--- src/rtl/uart_controller_if.sv ---
// Data-bus connection for the UART window: strobes, address, byte mask and read-back data.
interface uart_controller_if;
    logic        bus_read;
    logic        bus_write;
    logic [31:0] bus_address;
    logic [31:0] bus_data_wr;
    logic [3:0]  bus_mask;
    logic [31:0] bus_data_rd;
    logic        bus_stall;

    modport master (
        output bus_read, bus_write, bus_address, bus_data_wr, bus_mask,
        input  bus_data_rd, bus_stall
    );

    modport slave (
        input  bus_read, bus_write, bus_address, bus_data_wr, bus_mask,
        output bus_data_rd, bus_stall
    );
endinterface

--- src/rtl/uart_controller.sv ---
// UART data-bus slave: TX FIFO into an 8N1 serializer, RX deserializer into an RX FIFO.
// Define UART_LOOPBACK_EN to route the internal TX line into the receiver and hold txd high.
module uart_controller #(
    parameter int CLKS_PER_BIT = 868,
    parameter int FIFO_DEPTH   = 16
) (
    input  logic               clk,
    input  logic               rst_n,
    uart_controller_if.slave   bus,
    output logic               txd,
    input  logic               rxd
);

    localparam int AW = $clog2(FIFO_DEPTH);
    localparam int BW = $clog2(CLKS_PER_BIT);
    localparam logic [BW-1:0] BAUD_LAST = BW'(CLKS_PER_BIT - 1);
    localparam logic [BW-1:0] BAUD_HALF = BW'(CLKS_PER_BIT / 2 - 1);

    localparam logic [1:0] S_IDLE  = 2'd0;
    localparam logic [1:0] S_START = 2'd1;
    localparam logic [1:0] S_DATA  = 2'd2;
    localparam logic [1:0] S_STOP  = 2'd3;

    logic [1:0]    w_sel;
    logic          w_dataRead;
    logic          w_statusRead;
    logic          w_dataWrite;
    logic [31:0]   w_status;
    logic [31:0]   w_rdData;
    logic          w_loopFlag;
    logic          w_rxIn;
    logic          w_unusedPins;
    logic          w_unused;

    logic [7:0]    r_txMem [FIFO_DEPTH];
    logic [AW:0]   r_txWrPtr;
    logic [AW:0]   r_txRdPtr;
    logic          w_txEmpty;
    logic          w_txFull;
    logic          w_txPush;
    logic          w_txPop;
    logic          w_txIdle;

    logic [1:0]    r_txState;
    logic [BW-1:0] r_txBaud;
    logic [2:0]    r_txBitIdx;
    logic [7:0]    r_txShift;
    logic          r_txLine;

    logic [7:0]    r_rxMem [FIFO_DEPTH];
    logic [AW:0]   r_rxWrPtr;
    logic [AW:0]   r_rxRdPtr;
    logic          w_rxEmpty;
    logic          w_rxFull;
    logic          w_rxPush;
    logic          w_rxPop;

    logic          r_rxSync1;
    logic          r_rxSync2;
    logic          w_rxFall;
    logic [1:0]    r_rxState;
    logic [BW-1:0] r_rxBaud;
    logic [2:0]    r_rxBitIdx;
    logic [7:0]    r_rxShift;
    logic          w_rxStopSample;
    logic          w_overrunSet;
    logic          w_frameErrSet;
    logic          r_overrun;
    logic          r_frameErr;

`ifdef UART_LOOPBACK_EN
    assign w_rxIn       = r_txLine;
    assign txd          = 1'b1;
    assign w_loopFlag   = 1'b1;
    assign w_unusedPins = rxd;
`else
    assign w_rxIn       = rxd;
    assign txd          = r_txLine;
    assign w_loopFlag   = 1'b0;
    assign w_unusedPins = 1'b0;
`endif

    assign w_unused = &{1'b0, w_unusedPins, bus.bus_address[31:4], bus.bus_address[1:0],
                        bus.bus_data_wr[31:8], bus.bus_mask[3:1]};

    assign w_sel        = bus.bus_address[3:2];
    assign w_dataRead   = bus.bus_read  && (w_sel == 2'd0);
    assign w_statusRead = bus.bus_read  && (w_sel == 2'd1);
    assign w_dataWrite  = bus.bus_write && (w_sel == 2'd0) && bus.bus_mask[0];

    assign w_txEmpty = (r_txWrPtr == r_txRdPtr);
    assign w_txFull  = (r_txWrPtr[AW] != r_txRdPtr[AW]) && (r_txWrPtr[AW-1:0] == r_txRdPtr[AW-1:0]);
    assign w_txPush  = w_dataWrite && !w_txFull;
    assign w_txPop   = (r_txState == S_IDLE) && !w_txEmpty;
    assign w_txIdle  = w_txEmpty && (r_txState == S_IDLE);

    assign w_rxEmpty = (r_rxWrPtr == r_rxRdPtr);
    assign w_rxFull  = (r_rxWrPtr[AW] != r_rxRdPtr[AW]) && (r_rxWrPtr[AW-1:0] == r_rxRdPtr[AW-1:0]);
    assign w_rxPop   = w_dataRead && !w_rxEmpty;

    assign w_rxFall       = r_rxSync2 && !r_rxSync1;
    assign w_rxStopSample = (r_rxState == S_STOP) && (r_rxBaud == BAUD_LAST);
    assign w_rxPush       = w_rxStopSample && r_rxSync2 && !w_rxFull;
    assign w_overrunSet   = w_rxStopSample && r_rxSync2 && w_rxFull;
    assign w_frameErrSet  = w_rxStopSample && !r_rxSync2;

    assign w_status = {w_loopFlag, 26'h0, r_frameErr, r_overrun, !w_rxEmpty, w_txIdle, w_txFull};

    always_comb begin
        w_rdData = 32'h0;
        if (bus.bus_read) begin
            case (w_sel)
                2'd0:    if (!w_rxEmpty) w_rdData = {24'h0, r_rxMem[r_rxRdPtr[AW-1:0]]};
                2'd1:    w_rdData = w_status;
                default: w_rdData = 32'h0;
            endcase
        end
    end

    assign bus.bus_data_rd = w_rdData;
    assign bus.bus_stall   = 1'b0;

    // FIFO storage carries no reset; the pointers alone define what is valid.
    always_ff @(posedge clk) begin
        if (w_txPush) r_txMem[r_txWrPtr[AW-1:0]] <= bus.bus_data_wr[7:0];
        if (w_rxPush) r_rxMem[r_rxWrPtr[AW-1:0]] <= r_rxShift;
    end

    always_ff @(posedge clk or negedge rst_n) begin
        if (!rst_n) begin
            r_txWrPtr <= '0;
            r_txRdPtr <= '0;
            r_rxWrPtr <= '0;
            r_rxRdPtr <= '0;
        end else begin
            if (w_txPush) r_txWrPtr <= r_txWrPtr + (AW+1)'(1);
            if (w_txPop)  r_txRdPtr <= r_txRdPtr + (AW+1)'(1);
            if (w_rxPush) r_rxWrPtr <= r_rxWrPtr + (AW+1)'(1);
            if (w_rxPop)  r_rxRdPtr <= r_rxRdPtr + (AW+1)'(1);
        end
    end

    always_ff @(posedge clk or negedge rst_n) begin
        if (!rst_n) begin
            r_overrun  <= 1'b0;
            r_frameErr <= 1'b0;
        end else begin
            r_overrun  <= w_overrunSet  || (r_overrun  && !w_statusRead);
            r_frameErr <= w_frameErrSet || (r_frameErr && !w_statusRead);
        end
    end

    always_ff @(posedge clk or negedge rst_n) begin
        if (!rst_n) begin
            r_txState  <= S_IDLE;
            r_txBaud   <= '0;
            r_txBitIdx <= '0;
            r_txShift  <= '0;
            r_txLine   <= 1'b1;
        end else begin
            case (r_txState)
                S_IDLE: begin
                    if (w_txPop) begin
                        r_txShift <= r_txMem[r_txRdPtr[AW-1:0]];
                        r_txLine  <= 1'b0;
                        r_txBaud  <= '0;
                        r_txState <= S_START;
                    end
                end
                S_START: begin
                    if (r_txBaud == BAUD_LAST) begin
                        r_txBaud   <= '0;
                        r_txBitIdx <= '0;
                        r_txLine   <= r_txShift[0];
                        r_txState  <= S_DATA;
                    end else begin
                        r_txBaud <= r_txBaud + BW'(1);
                    end
                end
                S_DATA: begin
                    if (r_txBaud == BAUD_LAST) begin
                        r_txBaud <= '0;
                        if (r_txBitIdx == 3'd7) begin
                            r_txLine  <= 1'b1;
                            r_txState <= S_STOP;
                        end else begin
                            r_txBitIdx <= r_txBitIdx + 3'd1;
                            r_txShift  <= r_txShift >> 1;
                            r_txLine   <= r_txShift[1];
                        end
                    end else begin
                        r_txBaud <= r_txBaud + BW'(1);
                    end
                end
                default: begin
                    if (r_txBaud == BAUD_LAST) begin
                        r_txBaud  <= '0;
                        r_txState <= S_IDLE;
                    end else begin
                        r_txBaud <= r_txBaud + BW'(1);
                    end
                end
            endcase
        end
    end

    // The start bit is recognised one flop early (sync1) so every sample lands mid-bit on sync2.
    always_ff @(posedge clk or negedge rst_n) begin
        if (!rst_n) begin
            r_rxSync1  <= 1'b1;
            r_rxSync2  <= 1'b1;
            r_rxState  <= S_IDLE;
            r_rxBaud   <= '0;
            r_rxBitIdx <= '0;
            r_rxShift  <= '0;
        end else begin
            r_rxSync1 <= w_rxIn;
            r_rxSync2 <= r_rxSync1;
            case (r_rxState)
                S_IDLE: begin
                    if (w_rxFall) begin
                        r_rxBaud  <= '0;
                        r_rxState <= S_START;
                    end
                end
                S_START: begin
                    if (r_rxBaud == BAUD_HALF) begin
                        r_rxBaud   <= '0;
                        r_rxBitIdx <= '0;
                        r_rxState  <= r_rxSync2 ? S_IDLE : S_DATA;
                    end else begin
                        r_rxBaud <= r_rxBaud + BW'(1);
                    end
                end
                S_DATA: begin
                    if (r_rxBaud == BAUD_LAST) begin
                        r_rxBaud  <= '0;
                        r_rxShift <= {r_rxSync2, r_rxShift[7:1]};
                        if (r_rxBitIdx == 3'd7) r_rxState <= S_STOP;
                        else                    r_rxBitIdx <= r_rxBitIdx + 3'd1;
                    end else begin
                        r_rxBaud <= r_rxBaud + BW'(1);
                    end
                end
                default: begin
                    if (r_rxBaud == BAUD_LAST) begin
                        r_rxBaud  <= '0;
                        r_rxState <= S_IDLE;
                    end else begin
                        r_rxBaud <= r_rxBaud + BW'(1);
                    end
                end
            endcase
        end
    end

endmodule

--- src/flat_wrapper.sv ---
// flat-port wrapper written by rule: the top's interface ports become plain ports
module uart_controller_flat 
#(
    parameter int CLKS_PER_BIT = 868,
    parameter int FIFO_DEPTH   = 16
)
  (clk, rst_n, txd, rxd, bus_bus_read, bus_bus_write, bus_bus_address, bus_bus_data_wr, bus_bus_mask, bus_bus_data_rd, bus_bus_stall);
  uart_controller_if bus_i ();
  input  logic clk;
  input  logic rst_n;
  output logic txd;
  input  logic rxd;
  input wire logic [$bits(bus_i.bus_read)-1:0] bus_bus_read;
  input wire logic [$bits(bus_i.bus_write)-1:0] bus_bus_write;
  input wire logic [$bits(bus_i.bus_address)-1:0] bus_bus_address;
  input wire logic [$bits(bus_i.bus_data_wr)-1:0] bus_bus_data_wr;
  input wire logic [$bits(bus_i.bus_mask)-1:0] bus_bus_mask;
  output wire logic [$bits(bus_i.bus_data_rd)-1:0] bus_bus_data_rd;
  output wire logic [$bits(bus_i.bus_stall)-1:0] bus_bus_stall;
  assign bus_i.bus_read = bus_bus_read;
  assign bus_i.bus_write = bus_bus_write;
  assign bus_i.bus_address = bus_bus_address;
  assign bus_i.bus_data_wr = bus_bus_data_wr;
  assign bus_i.bus_mask = bus_bus_mask;
  assign bus_bus_data_rd = bus_i.bus_data_rd;
  assign bus_bus_stall = bus_i.bus_stall;
  uart_controller #(.CLKS_PER_BIT(CLKS_PER_BIT), .FIFO_DEPTH(FIFO_DEPTH)) u_core (.clk(clk), .rst_n(rst_n), .bus(bus_i), .txd(txd), .rxd(rxd));
endmodule
--- config.mk ---
export PLATFORM = sky130hd
export DESIGN_NAME = uart_controller_flat
export DESIGN_NICKNAME = d
export VERILOG_FILES = /design/src/rtl/uart_controller_if.sv /design/src/rtl/uart_controller.sv /design/src/flat_wrapper.sv
export SDC_FILE = /design/constraint.sdc
export NUM_CORES = 1
export LEC_CHECK = 0
export CAP_MARGIN = 20
export CORE_MARGIN = 4
export CORE_UTILIZATION = 63
export CTS_CLUSTER_DIAMETER = 40
export DETAILED_ROUTE_END_ITERATION = 10
export GPL_ROUTABILITY_DRIVEN = 0
export PLACE_DENSITY = 0.85
export SETUP_SLACK_MARGIN = 0.2
export SLEW_MARGIN = 20
export SYNTH_ARGS = -nofsm -noshare
export SYNTH_HDL_FRONTEND = slang
export SYNTH_SLANG_ARGS = --single-unit
--- constraint.sdc ---
create_clock -name clk -period 8.3 [get_ports clk]
set_input_delay 1.66 -clock clk [delete_from_list [all_inputs] [get_ports clk]]
set_output_delay 1.66 -clock clk [all_outputs]
set_load 0.005 [all_outputs]
* After elaboration in Yosys (flattened, before gate mapping)
Memories as Yosys holds them, arrays and structs flattened. Index checks and enable logic that the tools add are counted.
Word-level totals: output and inout bits 34, bits of input ports 73, memories 2, logic and storage cells 141, memory bits (writable) 256, register bits after elaboration 71
Memories:
- u_core.r_rxMem | words 16, width 8, rd ports 1, clocked after Yosys merged registers in 0, write ports 1, line uart_controller.sv:50 | logic [7:0] r_rxMem [FIFO_DEPTH];
- u_core.r_txMem | words 16, width 8, rd ports 1, clocked after Yosys merged registers in 0, write ports 1, line uart_controller.sv:35 | logic [7:0] r_txMem [FIFO_DEPTH];
Cells by class: equal/unequal tests 27, reduce and logical (&&, ||, !) cells 43, mux-type cells 44, $add $sub $neg 8
Operator list (count):
- $pmux 32 s2 | 1
- $mux 10 | 6
- $mux 32 | 1
- $mux 8 | 4
- $mux 2 | 11
- $add 10x1->10 const B | 2
- $add 5x1->5 const B | 4
- $eq 10x10->1 const B | 2
- $pmux 10 s2 | 1
- $logic_and 1x1->1 | 18
- $mux 3 | 6
- $ne 2x1->1 const B | 8
- $pmux 8 s2 | 1
- $reduce_and 4->1 | 4
- $pmux 2 s3 | 2
- $pmux 3 s2 | 2
- $eq 10x9->1 const B | 1
- $eq 5x5->1 | 2
- $reduce_and 5->1 | 2
- $eq 4x4->1 | 2
- $mux 1 | 8
- $reduce_bool 2->1 | 4
- $logic_not 1->1 | 7
- $add 3x1->3 const B | 2
- other kinds (10) | 21

* Depth between registers and ports, before layout
depth after elaboration 6, mapped depth 8, gate-level depth less buffers 7

* Worst setup path before layout
OpenSTA, ideal clock, no wires.
path kind input port to output port, start input bus_bus_read, end output bus_bus_data_rd[1], setup slack 3.950 ns, arrival 2.690 ns, stages on the path 4, path buffers 0, path through nor2b_1 > a21boi_1 > nand2_1 > o21ai_0
Between the ends: word-level cells in the longest chain between the ends 1
RTL lines:
- from (decl) | line flat_wrapper.sv:13 | input wire logic [$bits(bus_i.bus_read)-1:0] bus_bus_read;
- $mux 32 | line uart_controller.sv:111 | if (bus.bus_read) begin
- to (decl) | line flat_wrapper.sv:18 | output wire logic [$bits(bus_i.bus_data_rd)-1:0] bus_bus_data_rd;
No other way between the ends.

* Worst setup path in the final report
start input bus_bus_read, end output bus_bus_data_rd[3]
The elaborated chain is that of the path after synthesis.

==> flow_summary.yaml <==
cts:
  tritoncts: "yes"
  cts_resized: 0
  cts_sinks: 327
  cts_root_buffer: "clkbuf_16"
  ctsHoldBuffers: 0
  post_cts_buffers: 0
  clk_latency_ns: 0.53
  cts_buffer_depth: 3
  path_clk_slew_ns: 0.05
  htreeDepth: 2
  cts_buffers: 38
timing:
  min_period_ns: 5.712
  tns_ns: 0
  final-setup-viol-count: 0
  setup_slack_ns: 2.588
  timing.final.max_slew_violations: 0
  hold_violations: 0
  max-slew-margin-rel: 0.3718
  rsz0062_at_grt: "false"
  worst_clock_skew_ns: 0.02805
  whs_ns: 0.3813
  worst_pin_slew_ns: 0.9423
  fmax_mhz: 175.1
  fin_crit_sh: 0.6881
pwr:
  comb_power_share: 0.141
  power.leakage_uw: 0.005318
  power_frac_seq: 0.459
  swShare: 0.2635
  peakVddDrop_mv: 0.1739
  intPower_uw: 3082
  pwr_density_cell_nw_per_um2: 269.4
  p_switching_uw: 1103
  p_clk_frac: 0.400
grt:
  grtUsageTotal: 0.2376
  antenna_found_initial: 0
  gr-total-overflow: 0
  use_met2: 0.3917
  grt_max_degree: 72
  busiest_layer: "met2"
  grt_pass1_vias: 7675
  grt_pass1_wl_mm: 44.12
  use_met3: 0.04148
  met1_usage: 0.3267
floorplan:
  die_h_um: 156.3
  ioPinCount: 107
  start_util: 0.6371
  die_area_um2: 24440
  rows: 54
  core_area_um2: 21760
  die_w_um: 156.3
critical_path:
  critical_path_required_ns: 6.64
  start_kind: "input port"
  worstSetupPathType: "in -> out"
  crit_path_end_kind: "output pin"
  r2r_setup_slack_ns: 4.67
  cp_data_arrival_time_ns: 4.05
  path_max_fanout: 8
synth:
  ys.flop_type: "edfxtp_1"
  synthesis.area_um2: 13860
  synthCells: 832
  async_flop_share: 0.2171
  ys_types: 64
  synth_top_area_frac: 0.5546
  avgSynthCellArea_um2: 16.66
  yosys_warnings: 0
  synth_largest_area_cell: "edfxtp_1"
  synth_seq_cells: 327
  netlist_top_cells_area: "edfxtp_1 (55%), dfrtp_1 (12%), mux4_2 (10%)"
  ys_seq_area_frac: 0.6831
  synth_edf_count: 256
final_layout:
  area_delta_synth_final_pct: 12.08
  final_nets: 961
  fin_area_um2: 15530
  num_antenna_cells: 0
  drive_above_1_share: 0.1906
route:
  post_drt_wl_per_cell_um: 23.89
  drt_iter0_drc: 701
  dr.pass1.iters: 5
  vias_per_cell: 6.386
  num_vias: 7516
  wirelength_mm: 28.11
  drc: 0
  ant_nets: 0
flow_run:
  cap_violations: 0
hold_path:
  hp-class: "reg -> reg"
placement:
  port_buffers: 24
  pre_cts_slack_ns: 2.621
  hpwlAfterDp_mm: 16.17
  dpl-instance-area_um2: 14260
run_status:
  status: "completed"
[critical path: stages]
cell and delay [ns]:
clkdlybuf4s50_1 0.45, nor2b_1 0.29, a21boi_1 0.59, nand2_1 0.28
o21ai_0 0.24, clkdlybuf4s50_1 0.54
[logic make-up after synthesis]
kind of cell               after synthesis  synth area share
AOI/OAI and AO/OA                      107           0.05353
xor gates and xnor gates                31           0.02013
other                                    1         0.0002705
DFF                                    327            0.6831
adders and majority gates               21           0.01896
buffers and inverters                   80           0.03069
muxes                                  101            0.1304
and+or+nand+nor                        164           0.06292
[final cells by class]
type / count / area (um2)
clock buffers: 46 / 1001
clock inverters: 24 / 271.5
fillers: 1277 / 6221
inverters: 15 / 56.30
multi-input cells: 449 / 4058
flip-flops and latches: 327 / 9470
well taps: 280 / 350.3
repair buffers: 36 / 327.8
[final timing paths]
| check | start | endpoint | cells after the start |
|---|---|---|---|
| setup / recovery | bus_bus_read | bus_bus_data_rd[3] | 6 |
| hold / removal | u_core.r_rxSync1$_DFF_PN1_ | u_core.r_rxSync2$_DFF_PN1_ | 0 |
| setup reg to reg | u_core.r_rxRdPtr[1]$_DFFE_PN0P_ | u_core.r_rxMem[11][2]$_DFFE_PP_ | 6 |
| hold reg to reg | u_core.r_rxSync1$_DFF_PN1_ | u_core.r_rxSync2$_DFF_PN1_ | 0 |
| max in group asynchronous | rst_n | u_core.r_txRdPtr[0]$_DFFE_PN0P_ | 1 |
| min in group asynchronous | rst_n | u_core.r_rxRdPtr[3]$_DFFE_PN0P_ | 1 |
[flip-flops by register name, indices dropped and copies added, names as in the netlist, 2 cells and up]
register / flops
u_core.r_txBaud: 10
u_core.r_rxBitIdx: 3
u_core.r_txWrPtr: 5
u_core.r_txRdPtr: 5
u_core.r_rxMem: 128
u_core.r_rxRdPtr: 5
u_core.r_rxShift: 8
u_core.r_rxState: 2
u_core.r_txShift: 8
u_core.r_txState: 2
u_core.r_txBitIdx: 3
u_core.r_rxBaud: 10
u_core.r_txMem: 128
u_core.r_rxWrPtr: 5
[cells in the final DEF, fill, tap and decap left out, types with 12 or more instances in the layout]
| cell type | n |
|---|---|
| a21oi_1 | 16 |
| mux2i_1 | 22 |
| edfxtp_1 | 256 |
| mux2_2 | 17 |
| nand2_1 | 41 |
| xor2_1 | 12 |
| nor3_1 | 12 |
| mux4_2 | 62 |
| ha_1 | 21 |
| inv_1 | 15 |
| o21ai_0 | 30 |
| buf_4 | 13 |
| xnor2_1 | 18 |
| clkbuf_16 | 38 |
| clkdlybuf4s50_1 | 23 |
| nor2_1 | 37 |
| o22ai_1 | 14 |
| a22o_1 | 12 |
| and3_1 | 25 |
| conb_1 | 25 |
| dfrtp_1 | 66 |
[power by group through the flow]
stage	Clock [uW]	Combinational [uW]	Sequential (uW)
after floorplan	0	492	1890
after global placement	0	563	1940
after detailed placement	0	578	1950
after CTS	1690	592	1920
after global routing	1780	640	1930
final	1670	590	1920
[through the flow]
stage	power [uW]	instances	util
floorplan	2384	856	-
global placement	2507	1107	0.6556
detailed placement	2527	1107	0.6556
CTS	4202	1177	0.7141
global route	4346	1177	0.7141
finish	4185	1177	0.7141
[cells in the mapped netlist, drive strengths merged (3+ instances only)]
cell type    n
nor3        13
nand4        7
o22ai       14
o2bb2ai      3
dfstp        3
xnor2       18
a21oi       16
nor2b        7
mux2        17
nand3        9
nor2        37
nand2       41
ha          21
a211o        8
nand2b       4
a22o        12
nor4         4
inv         15
and2         5
mux2i       22
a31oi        3
and3        25
xor2        13
dfrtp       68
mux4        62
o21ai       31
o31ai        4
buf         48
clkbuf      17
edfxtp     256
[routing by layer]
metal  part of all wire  vias to the layer above  wire [um]
li1                   -                     3273          -
met1               0.39                     3827      10950
met2               0.51                      348      14290
met3              0.073                       68       2046
met4              0.029                        0        824
met5                  0                        -          0
Note: power is estimated with default switching activity, not from simulation.
